### src/rtl/serial_sub_ctrl.sv
`default_nettype none
// +----------------------------------------------------------------------+
// | serial_sub_ctrl: bit-serial a - b - bin using one full-subtract cell,  |
// | LSB first, with start/busy/done handshake. Rev 1.0                     |
// +----------------------------------------------------------------------+
module serial_sub_ctrl #(
   parameter int WIDTH = 8,
   parameter int CNT_W = 6
) (
   input  logic             clk,
   input  logic             rst_n,
   input  logic             start,
   input  logic [WIDTH-1:0] a,
   input  logic [WIDTH-1:0] b,
   input  logic             bin,
   output logic             busy,
   output logic             done,
   output logic [WIDTH-1:0] diff,
   output logic             bout
);

   localparam logic [1:0]       c_ST_IDLE  = 2'd0;
   localparam logic [1:0]       c_ST_SHIFT = 2'd1;
   localparam logic [1:0]       c_ST_DONE  = 2'd2;
   localparam logic [CNT_W-1:0] c_LAST     = CNT_W'(WIDTH - 1);

   logic [1:0]       r_state;
   logic [1:0]       w_state_next;
   logic [WIDTH-1:0] r_sa;
   logic [WIDTH-1:0] r_sb;
   logic [WIDTH-1:0] w_sa_next;
   logic             r_br;
   logic [CNT_W-1:0] r_cnt;
   logic [WIDTH-1:0] r_diff;
   logic             r_bout;
   logic             w_d;
   logic             w_bnext;
   logic             w_last;

   assign w_d     = r_sa[0] ^ r_sb[0] ^ r_br;
   assign w_bnext = (~r_sa[0] & r_sb[0]) | (~(r_sa[0] ^ r_sb[0]) & r_br);
   assign w_last  = (r_cnt == c_LAST);

   // Difference bits refill the minuend register from the top, so after
   // WIDTH shifts it holds the complete result.
   generate
      if (WIDTH == 1) begin : g_w1
         assign w_sa_next = w_d;
      end else begin : g_wn
         assign w_sa_next = {w_d, r_sa[WIDTH-1:1]};
      end
   endgenerate

   always_ff @(posedge clk) begin
      if (!rst_n) begin
         r_state <= c_ST_IDLE;
      end else begin
         r_state <= w_state_next;
      end
   end

   always_comb begin
      w_state_next = r_state;
      case (r_state)
         c_ST_IDLE:  if (start) w_state_next = c_ST_SHIFT;
         c_ST_SHIFT: if (w_last) w_state_next = c_ST_DONE;
         c_ST_DONE:  w_state_next = c_ST_IDLE;
         default:    w_state_next = c_ST_IDLE;
      endcase
   end

   always_comb begin
      busy = 1'b0;
      done = 1'b0;
      case (r_state)
         c_ST_SHIFT: busy = 1'b1;
         c_ST_DONE: begin
            busy = 1'b1;
            done = 1'b1;
         end
         default: ;
      endcase
   end

   always_ff @(posedge clk) begin
      if (!rst_n) begin
         r_sa   <= '0;
         r_sb   <= '0;
         r_br   <= 1'b0;
         r_cnt  <= '0;
         r_diff <= '0;
         r_bout <= 1'b0;
      end else begin
         case (r_state)
            c_ST_IDLE: begin
               if (start) begin
                  r_sa  <= a;
                  r_sb  <= b;
                  r_br  <= bin;
                  r_cnt <= '0;
               end
            end
            c_ST_SHIFT: begin
               r_sa  <= w_sa_next;
               r_sb  <= r_sb >> 1;
               r_br  <= w_bnext;
               r_cnt <= r_cnt + CNT_W'(1);
               if (w_last) begin
                  r_diff <= w_sa_next;
                  r_bout <= w_bnext;
               end
            end
            default: ;
         endcase
      end
   end

   assign diff = r_diff;
   assign bout = r_bout;

endmodule
`default_nettype wire

### config.mk
export PLATFORM = sky130hd
export DESIGN_NAME = serial_sub_ctrl
export DESIGN_NICKNAME = d
export VERILOG_FILES = /design/src/rtl/serial_sub_ctrl.sv
export SDC_FILE = /design/constraint.sdc
export NUM_CORES = 1
export LEC_CHECK = 0
export ABC_AREA = 1
export CAP_MARGIN = 20
export CORE_ASPECT_RATIO = 1.5
export CORE_MARGIN = 8
export CORE_UTILIZATION = 54
export DETAILED_ROUTE_END_ITERATION = 10
export GPL_TIMING_DRIVEN = 0
export PLACE_DENSITY = 0.94
export SETUP_SLACK_MARGIN = 0.05
export SYNTH_ARGS = -nofsm -noshare
export SYNTH_HDL_FRONTEND = slang
export SYNTH_SLANG_ARGS = --single-unit
### constraint.sdc
create_clock -name clk -period 3.49 [get_ports clk]
set_input_delay 0.698 -clock clk [delete_from_list [all_inputs] [get_ports clk]]
set_output_delay 0.698 -clock clk [all_outputs]
set_load 0.01 [all_outputs]
==> impl_metrics.py, run 1 <==
metrics = {
    "run_status": {
        "outcome": "finished clean",
    },
    "yosys": {
        "synthTopCellsByCount": "48 x sky130_fd_sc_hd__nand2_1, 34 x sky130_fd_sc_hd__dfxtp_1, 23 x sky130_fd_sc_hd__o21ai_0",
        "syn-mean-instance-area_um2": 7.735,
        "ys_seq_area_share_pct": 44.44,
        "yosys.area.top_type": "sky130_fd_sc_hd__dfxtp_1",
        "synth_flop_cell": "sky130_fd_sc_hd__dfxtp_1",
        "netlist_area_before_placement_um2": 1531,
        "ys_ff_latch": 34,
        "synthTopCellsByArea": "sky130_fd_sc_hd__dfxtp_1 44%, sky130_fd_sc_hd__nand2_1 12%, sky130_fd_sc_hd__o21ai_0 7.5%",
        "yosysWarningCount": 0,
        "syn_inst": 198,
        "synthMostInstantiatedCell": "sky130_fd_sc_hd__nand2_1",
        "synth.top_cell.area_share_pct": 44.44,
        "postSynthNetCount": 223,
        "ys_async_sr_fraction_pct": 0,
        "number_of_enable_type_register_cells_in_the_synthesized_netlist": 0,
        "post_synth_num_cell_types": 25,
    },
    "routing": {
        "finalWirelength_mm": 3.580,
        "firstDrtPassIters": 4,
        "drtAntennaViolNets": 0,
        "route.top_layer_used": "met4",
        "via_count": 1442,
        "wl_met3_um": 201,
        "met2_wirelength_mm": 1.869,
        "avgRoutedWirePerCell_um": 13.16,
        "detail_route.vias_per_cell": 5.301,
        "dr.first_iter.drc_count": 33,
        "m1WireLength_mm": 1.400,
        "drt_drc_violations_left": 0,
    },
    "placed_design": {
        "placement.io_buffers": 29,
        "dp_hpwl_mm": 2.669,
        "gp_congestion": 0.8748,
        "placed_cell_area_um2": 1868,
    },
    "cts": {
        "cts_htree_levels": 2,
        "cts_buffer_count": 5,
        "cts-root-to-sink-buffers": 2,
        "clk_pin_slew_worst_paths_ps": 70,
        "ctsRootBufferMaster": "sky130_fd_sc_hd__clkbuf_8",
        "post_cts.repair.setup_buffers": 0,
        "clkSinkCount": 34,
        "post_cts_hold_buffer_count": 0,
        "postCtsResizedCells": 0,
        "clkLatencyLatePin_ps": 290,
        "cts_tree": "built",
    },
    "power": {
        "power_report.internal_total_mw": 0.8474,
        "share_seq_of_total_power_pct": 38.7,
        "power_density_normalized_to_cell_area_nw_per_um2": 702.6,
        "clock_power_share_pct": 21.7,
        "power_frac_comb_pct": 39.6,
        "switching_power_summed_over_all_nets_mw": 0.5293,
        "power.leakage_nw": 0.7700,
        "netSwitchingFraction_pct": 38.45,
        "irDropWorstVdd_uv": 652.2,
    },
    "critical_path": {
        "ff2ff_setup_slack_ps": 1900,
        "crit_end": "busy",
        "critPathCaptureType": "output port",
        "cp_data_required_time_ps": 2790,
        "crit-reg2reg-capture": "diff[7]",
        "critPathMaxFanout": 3,
        "r2r.worst_path.cells": 7,
        "worst_setup_path_startpoint": "r_state[1]",
        "r2r_start": "r_cnt[0]",
        "worst-endpoint-arrival_ps": 1500,
        "worst-setup-path-type": "reg2out",
        "worst_setup_path_start_kind": "flip-flop",
    },
    "cells_and_area": {
        "fin_nets": 259,
        "areaGrowthSynthToFinish_pct": 27.94,
        "antennaDiodeCount": 0,
        "fill_cells": 211,
        "finish.instance_area_um2": 1959,
        "fraction_of_final_layout_cells_with_drive_strength_greater_than_1_pct": 9.787,
    },
    "floorplanning": {
        "core_area_um2": 2676,
        "rows": 23,
        "die_height_um": 81.23,
        "floorplan.die_area_um2": 4831,
        "horiz_die_dim_um": 59.48,
        "initial_utilization_pct": 57.22,
        "top_level_ports": 31,
    },
    "sta": {
        "finalSetupTns_ps": 0,
        "finalSetupViolCount": 0,
        "setup_repair_after_global_routing_missed_its_margin": "no",
        "slew-limit-headroom_pct": 74.04,
        "transition_time_at_the_pin_with_the_least_slew_margin_ps": 389.4,
        "fmax_mhz": 454.8,
        "finalWorstPathRequiredPeriod_ps": 2199,
        "timing.final.crit_share_pct": 63.00,
        "finalHoldViolations": 0,
        "max_clock_skew_ps": 3.706,
        "drv_slew": 0,
    },
    "grt": {
        "grt_max_degree": 11,
        "grt_first_pass_wirelength_mm": 5.920,
        "antenna_violations_before_repair": 0,
        "via_count_of_the_first_global_routing_pass": 1394,
        "grt.overflow.total": 0,
        "track_usage_pct": 16.15,
    },
    "flow_run": {
        "max_cap_violations": 0,
    },
    "hold_path": {
        "holdCritPathClass": "reg2reg",
    },
}
[sequential cells by signal, indices dropped and copies added, names as in the netlist]
| register | count |
|---|---|
| diff | 8 |
| r_sa | 8 |
| r_sb | 8 |
| r_cnt | 6 |
| r_state | 2 |
| bout | 1 |
| r_br | 1 |
[cell usage in the layout, fill, tap and decap left out, types with 3 or more instances in the layout]
cell,count
sky130_fd_sc_hd__nand2_1,48
sky130_fd_sc_hd__buf_4,3
sky130_fd_sc_hd__nor2_1,9
sky130_fd_sc_hd__nand3_1,6
sky130_fd_sc_hd__clkbuf_8,6
sky130_fd_sc_hd__inv_1,18
sky130_fd_sc_hd__dfxtp_1,34
sky130_fd_sc_hd__ha_1,4
sky130_fd_sc_hd__a21oi_1,15
sky130_fd_sc_hd__o21ai_1,3
sky130_fd_sc_hd__a31oi_1,15
sky130_fd_sc_hd__buf_2,4
sky130_fd_sc_hd__o21ai_0,23
sky130_fd_sc_hd__clkbuf_1,3
sky130_fd_sc_hd__clkdlybuf4s50_1,29
[power by group through the flow]
stage          clock network, mW  registers, mW  logic, mW
3_3_place_gp                   0          0.536      0.520
6_report                   0.299          0.533      0.545
4_1_cts                    0.304          0.531      0.539
3_5_place_dp                   0          0.539      0.535
5_1_grt                    0.320          0.541      0.608
2_1_floorplan                  0          0.524      0.404
[worst max-delay path, stage by stage (launching register included)]
cell and delay [ps]:
sky130_fd_sc_hd__dfxtp_1 350, sky130_fd_sc_hd__inv_1 70, sky130_fd_sc_hd__ha_1 270, sky130_fd_sc_hd__clkdlybuf4s50_1 530
[through the flow]
step / setup WS (ps) / util, % / hold WS, ps / std cells / total power [mW]
2_1_floorplan: 2101 / - / 444.3 / 198 / 0.9278
3_3_place_gp: 1518 / 69.80 / 431.2 / 264 / 1.056
3_5_place_dp: 1492 / 69.80 / 435.5 / 264 / 1.074
4_1_cts: 1279 / 73.21 / 445.6 / 272 / 1.373
5_1_grt: 1216 / 73.21 / 461.3 / 272 / 1.469
6_report: 1291 / 73.21 / 443.4 / 272 / 1.377
[how the worst min path moves through the flow]
stage                     startpoint      end  slack [ps]  cells past startpoint
after floorplan              r_sb[7]  r_sb[7]         440                      2
after global placement       diff[1]  diff[1]         430                      2
after detailed placement     diff[5]  diff[5]         440                      2
after CTS                    diff[5]  diff[5]         450                      2
after global routing         diff[5]  diff[5]         460                      2
final                        diff[5]  diff[5]         440                      2
[cells by family after synthesis]
kind of cell | Yosys count | share of synthesized area (%)
fa+ha+maj | 5 | 4.575
flops | 34 | 44.44
simple gates | 70 | 19.93
compound gates | 59 | 21.65
buf+inv | 30 | 9.395
[area by class of cell]
type	instances	area (um^2)	area share (%)
Inverter	19	71.32	3.640
Tap cell	37	46.29	2.363
Multi-Input combinational cell	134	706.9	36.08
Clock inverter	1	5.005	0.2554
Clock buffer	7	86.33	4.406
Sequential cell	34	680.7	34.74
Timing Repair Buffer	29	290.3	14.81
Buffer	11	72.57	3.704
[metal layers]
metal | global-route usage [%] | up-vias
met5 | 0 | -
met4 | 10.34 | 0
met3 | 6.319 | 10
met2 | 27.87 | 33
met1 | 15.51 | 667
li1 | - | 732
No activity file was read; power rests on OpenSTA's default activity.
==> inputs of run 2 (changes only) <==
Settings changed: CORE_UTILIZATION 54 to 50, PLACE_DENSITY 0.94 to 0.89.
Clock period 3.49 ns to 2.1 ns, I/O delays scaled along.
==> run 2 against run 1 <==
Net effect: via count decreased by 0.83%; sequential share of layout area grew 0.22 points; sequential power rose by 66%; critical path depth did not move; sequential cell count unchanged; largest cell class unchanged; largest power group unchanged.
==> impl_metrics.py, run 2 (synthesis gave the netlist of run 1 again) <==
metrics = {
    "run_status": {
        "outcome": "finished clean",
    },
    "hold_path": {
        "holdCritPathClass": "reg2reg",
    },
    "sta": {
        "finalHoldViolations": 0,
        "finalSetupViolCount": 0,
        "fmax_mhz": 523.7,
        "min_setup_slack_post_route_ps": 190.5,
        "setup_repair_after_global_routing_missed_its_margin": "no",
        "slew-limit-headroom_pct": 74.53,
        "transition_time_at_the_pin_with_the_least_slew_margin_ps": 382.1,
        "timing.final.crit_share_pct": 90.93,
        "drv_slew": 0,
        "finalSetupTns_ps": 0,
        "finalWorstPathRequiredPeriod_ps": 1909,
        "finalHoldWorstSlack_ps": 442.6,
        "max_clock_skew_ps": 5.101,
    },
    "routing": {
        "firstDrtPassIters": 4,
        "met2_wirelength_mm": 1.821,
        "finalWirelength_mm": 3.466,
        "drt_drc_violations_left": 0,
        "wl_met3_um": 215,
        "m1WireLength_mm": 1.310,
        "avgRoutedWirePerCell_um": 12.70,
        "detail_route.vias_per_cell": 5.238,
        "dr.first_iter.drc_count": 49,
        "route.top_layer_used": "met4",
        "via_count": 1430,
        "drtAntennaViolNets": 0,
    },
    "critical_path": {
        "cp_data_required_time_ps": 1680,
        "combined_buffer_and_inverter_count_along_the_critical_path": 2,
        "worst-setup-path-type": "reg2out",
        "timing.critical_path.slowest_cell_delay_ps": 530,
        "worst-endpoint-arrival_ps": 1490,
        "worst_setup_path_start_kind": "flip-flop",
        "crit_path_top_delay_cell": "sky130_fd_sc_hd__clkdlybuf4s50_1",
        "critical_path.cell_chain": "inv_1 -> ha_1 -> clkdlybuf4s50_1",
        "ff2ff_setup_slack_ps": 570,
        "critPathCaptureType": "output port",
        "cp_top_family": "buffers and inverters",
        "critPathMaxFanout": 3,
    },
    "cts": {
        "cts_buffer_count": 5,
        "clkLatencyLatePin_ps": 280,
        "ctsRootBufferMaster": "sky130_fd_sc_hd__clkbuf_8",
        "post_cts_hold_buffer_count": 0,
        "clk_pin_slew_worst_paths_ps": 60,
        "cts_tree": "built",
        "post_cts.repair.setup_buffers": 0,
        "cts_htree_levels": 2,
        "cts-root-to-sink-buffers": 2,
        "clkSinkCount": 34,
        "postCtsResizedCells": 0,
    },
    "power": {
        "irDropWorstVdd_uv": 765.8,
        "totalPowerFinal_mw": 2.221,
        "switching_power_summed_over_all_nets_mw": 0.8508,
        "netSwitchingFraction_pct": 38.30,
        "power.leakage_nw": 0.7601,
        "share_seq_of_total_power_pct": 39.8,
        "power_frac_comb_pct": 40.7,
        "clock_power_share_pct": 19.5,
        "power_report.internal_total_mw": 1.371,
        "power_density_normalized_to_cell_area_nw_per_um2": 1141,
    },
    "floorplanning": {
        "core_area_um2": 2913,
        "top_level_ports": 31,
        "rows": 24,
        "floorplan.die_area_um2": 5127,
        "horiz_die_dim_um": 61.19,
        "initial_utilization_pct": 52.58,
        "die_height_um": 83.78,
    },
    "grt": {
        "grt_first_pass_wirelength_mm": 5.658,
        "grt_max_degree": 11,
        "grt.overflow.total": 0,
        "track_usage_pct": 14.26,
        "via_count_of_the_first_global_routing_pass": 1402,
        "antenna_violations_before_repair": 0,
    },
    "cells_and_area": {
        "layout.cells.most_common_list": "48 x sky130_fd_sc_hd__nand2_1, 34 x sky130_fd_sc_hd__dfxtp_1, 29 x sky130_fd_sc_hd__clkdlybuf4s50_1",
        "antennaDiodeCount": 0,
        "fraction_of_final_layout_cells_with_drive_strength_greater_than_1_pct": 8.974,
        "final_core_util_pct": 66.84,
        "areaGrowthSynthToFinish_pct": 27.12,
        "layout_commonest_cell": "sky130_fd_sc_hd__nand2_1",
        "fin_nets": 259,
    },
    "flow_run": {
        "max_cap_violations": 0,
    },
    "placed_design": {
        "pre_cts_slack_ps": 390.5,
        "dp_hpwl_mm": 2.607,
        "gp_congestion": 0.8121,
        "placement.io_buffers": 29,
    },
}
==> run 2: cell types whose count changed in the layout (fill, tap and decap cells not counted) <==
cell                       delta
sky130_fd_sc_hd__clkbuf_1     +1
sky130_fd_sc_hd__clkbuf_8     -1
sky130_fd_sc_hd__clkinv_2     -1
==> run 2: cell type report <==
| type | instances | area (um^2) |
|---|---|---|
| buffer | 11 | 72.57 |
| multi-input combinational | 134 | 706.9 |
| tap | 39 | 48.80 |
| inverter | 19 | 71.32 |
| fill | 263 | 965.9 |
| clock buffer | 7 | 76.32 |
| sequential | 34 | 680.7 |
| timing repair buffer | 29 | 290.3 |
==> run 2: power groups by stage <==
stage / sequential [mW] / clock [mW] / combinational, mW
floorplan: 0.870 / 0 / 0.672
global placement: 0.890 / 0 / 0.869
detailed placement: 0.894 / 0 / 0.897
CTS: 0.881 / 0.438 / 0.904
global route: 0.898 / 0.476 / 1.00
finish: 0.884 / 0.433 / 0.905
==> run 2: stage by stage <==
stage,cell area (um^2),std cells
2_1_floorplan,1531,198
3_3_place_gp,1871,266
3_5_place_dp,1871,266
4_1_cts,1947,273
5_1_grt,1947,273
6_report,1947,273
==> run 2: metal layers <==
metal,up-vias,GRT usage (%)
met1,646,14.47
met5,-,0
met4,0,8.742
met2,47,24.19
li1,724,-
met3,13,3.704
==> run 2: path summary, 6_finish.rpt <==
kind / to / cells past startpoint / start
setup / recovery: busy / 3 / r_state[0]
hold / removal: diff[4] / 2 / diff[4]
setup reg to reg: diff[7] / 7 / r_cnt[0]
hold reg to reg: diff[4] / 2 / diff[4]
==> run 2: worst register-to-register path, cell delays in order, from the launching register on <==
cell	delay (ps)
sky130_fd_sc_hd__dfxtp_1	380
sky130_fd_sc_hd__ha_1	190
sky130_fd_sc_hd__nand2_1	110
sky130_fd_sc_hd__nor2_1	160
sky130_fd_sc_hd__nand3_2	180
sky130_fd_sc_hd__buf_6	200
sky130_fd_sc_hd__o21ai_0	140
sky130_fd_sc_hd__a21oi_1	60
==> inputs of run 3 (changes only) <==
Settings changed: CORE_UTILIZATION 50 to 35, PLACE_DENSITY 0.89 to 0.69.
==> run 3 against run 2 <==
Net effect: cell count increased by 2.9%; cell area increased by 2.0%; sequential cell count unchanged; sequential power barely moved; worst setup slack got worse by 3.4 ps; clock power grew 36%; register-to-register slack worse by 20 ps; total power increased by 7.2%; via count decreased by 2.9%; non-clock buffer count stayed put; sequential share of layout area shrank 0.68 points.
==> impl_metrics.py, run 3 (synthesis gave the netlist of run 1 again) <==
metrics = {
    "power": {
        "share_seq_of_total_power_pct": 37.1,
        "power_density_normalized_to_cell_area_nw_per_um2": 1200,
        "power.leakage_nw": 0.7742,
        "netSwitchingFraction_pct": 37.01,
        "irDropWorstVdd_uv": 911.0,
        "power_frac_comb_pct": 38.2,
        "clock_power_share_pct": 24.7,
        "switching_power_summed_over_all_nets_mw": 0.8815,
        "power_report.internal_total_mw": 1.501,
    },
    "cells_and_area": {
        "antennaDiodeCount": 0,
        "sequential_cell_area_um2": 680.7,
        "areaGrowthSynthToFinish_pct": 29.66,
        "fill_cells": 419,
        "fraction_of_final_layout_cells_with_drive_strength_greater_than_1_pct": 9.362,
        "layout_commonest_cell": "sky130_fd_sc_hd__nand2_1",
        "fin_nets": 259,
        "multi_input_comb_area_um2": 706.9,
        "layout.cells.most_common_list": "48 x sky130_fd_sc_hd__nand2_1, 34 x sky130_fd_sc_hd__dfxtp_1, 29 x sky130_fd_sc_hd__clkdlybuf4s50_1",
    },
    "floorplanning": {
        "top_level_ports": 31,
        "initial_utilization_pct": 36.39,
        "floorplan.die_area_um2": 6792,
        "rows": 29,
        "core_area_um2": 4209,
        "die_height_um": 97.02,
        "horiz_die_dim_um": 70.01,
    },
    "routing": {
        "via_count": 1389,
        "drt_drc_violations_left": 0,
        "dr.first_iter.drc_count": 96,
        "finalWirelength_mm": 3.624,
        "avgRoutedWirePerCell_um": 12.90,
        "drtAntennaViolNets": 0,
        "firstDrtPassIters": 4,
        "detail_route.vias_per_cell": 4.943,
    },
    "flow_run": {
        "max_cap_violations": 0,
    },
    "critical_path": {
        "crit_path_top_delay_cell": "sky130_fd_sc_hd__clkdlybuf4s50_1",
        "critical_path.cell_chain": "inv_1 -> ha_1 -> clkdlybuf4s50_1",
        "worst_setup_path_start_kind": "flip-flop",
        "worst-setup-path-type": "reg2out",
        "critPathMaxFanout": 3,
        "r2r_start": "r_cnt[0]",
        "worst_setup_path_startpoint": "r_state[0]",
        "combined_buffer_and_inverter_count_along_the_critical_path": 2,
        "cp_data_required_time_ps": 1680,
        "critPathCaptureType": "output port",
        "worst-endpoint-arrival_ps": 1490,
        "timing.critical_path.slowest_cell_delay_ps": 530,
        "cp_top_family": "buffers and inverters",
    },
    "placed_design": {
        "placement.io_buffers": 29,
        "pre_cts_slack_ps": 383.9,
        "dp_hpwl_mm": 2.736,
        "gp_congestion": 0.7898,
    },
    "sta": {
        "slew-limit-headroom_pct": 70.56,
        "timing.final.crit_share_pct": 91.09,
        "fmax_mhz": 522.8,
        "finalHoldViolations": 0,
        "setup_repair_after_global_routing_missed_its_margin": "no",
        "transition_time_at_the_pin_with_the_least_slew_margin_ps": 441.6,
        "max_clock_skew_ps": 6.421,
        "finalWorstPathRequiredPeriod_ps": 1913,
        "drv_slew": 0,
        "finalSetupViolCount": 0,
        "finalSetupTns_ps": 0,
        "min_setup_slack_post_route_ps": 187.1,
        "finalHoldWorstSlack_ps": 442.5,
    },
    "grt": {
        "antenna_violations_before_repair": 0,
        "grt.overflow.total": 0,
        "grt_max_degree": 11,
        "gr-max-usage-layer": "met2",
        "globalRouteMet1Util_pct": 11.23,
        "grt_first_pass_wirelength_mm": 6.244,
        "met3_usage_pct": 4.499,
        "via_count_of_the_first_global_routing_pass": 1359,
        "grtUsageMet2_pct": 19.55,
        "track_usage_pct": 11.14,
    },
    "cts": {
        "cts_buffer_count": 5,
        "ctsRootBufferMaster": "sky130_fd_sc_hd__clkbuf_8",
        "cts_tree": "built",
        "post_cts_hold_buffer_count": 0,
        "clkSinkCount": 34,
        "cts-root-to-sink-buffers": 2,
        "clkLatencyLatePin_ps": 280,
        "postCtsResizedCells": 0,
        "clk_pin_slew_worst_paths_ps": 70,
        "post_cts.repair.setup_buffers": 0,
        "cts_htree_levels": 2,
    },
    "hold_path": {
        "holdCritPathClass": "reg2reg",
        "hold_start": "diff[1]",
    },
    "run_status": {
        "outcome": "finished clean",
    },
}
==> run 3: path summary, 6_finish.rpt <==
check / end / slack [ps] / cells past startpoint
setup / recovery: busy / 190 / 3
hold / removal: diff[1] / 440 / 2
setup reg to reg: diff[7] / 550 / 7
hold reg to reg: diff[1] / 440 / 2
==> run 3: metal layers <==
| metal | share of wire, % | vias up |
|---|---|---|
| li1 | - | 730 |
| met1 | 41 | 627 |
| met2 | 52 | 25 |
| met3 | 5.0 | 7 |
| met4 | 2.0 | 0 |
| met5 | 0 | - |
==> run 3: stage by stage <==
stage / cell area (um^2) / total power, mW / utilization (%) / std cells
global placement: 1879 / 1.790 / 44.65 / 273
CTS: 1986 / 2.397 / 47.18 / 281
detailed placement: 1879 / 1.810 / 44.65 / 273
global route: 1986 / 2.562 / 47.18 / 281
finish: 1986 / 2.382 / 47.18 / 281
floorplan: 1531 / 1.542 / - / 198
==> run 3: worst reg2reg max path: stages (launching register included) <==
cell and delay (ps):
sky130_fd_sc_hd__dfxtp_1 380, sky130_fd_sc_hd__ha_1 180, sky130_fd_sc_hd__nand2_1 100, sky130_fd_sc_hd__nor2_1 160
sky130_fd_sc_hd__nand3_2 200, sky130_fd_sc_hd__buf_6 210, sky130_fd_sc_hd__o21ai_0 140, sky130_fd_sc_hd__a21oi_1 60
==> run 3: area by class of cell <==
type                    instances  share of cell area [%]
multi-input cells             134                   35.60
flip-flops and latches         34                   34.28
repair buffers                 29                   14.62
clock buffers                   7                   3.844
plain buffers                  11                   3.655
inverters                      19                   3.592
well taps                      46                   2.899
clock inverters                 1                   1.512
==> run 3: power groups by stage <==
| stage | clock network (mW) | registers (mW) | logic (mW) |
|---|---|---|---|
| 5_1_grt | 0.624 | 0.907 | 1.03 |
| 3_3_place_gp | 0 | 0.893 | 0.897 |
| 6_report | 0.588 | 0.885 | 0.909 |
| 3_5_place_dp | 0 | 0.897 | 0.913 |
| 2_1_floorplan | 0 | 0.870 | 0.672 |
| 4_1_cts | 0.593 | 0.883 | 0.921 |
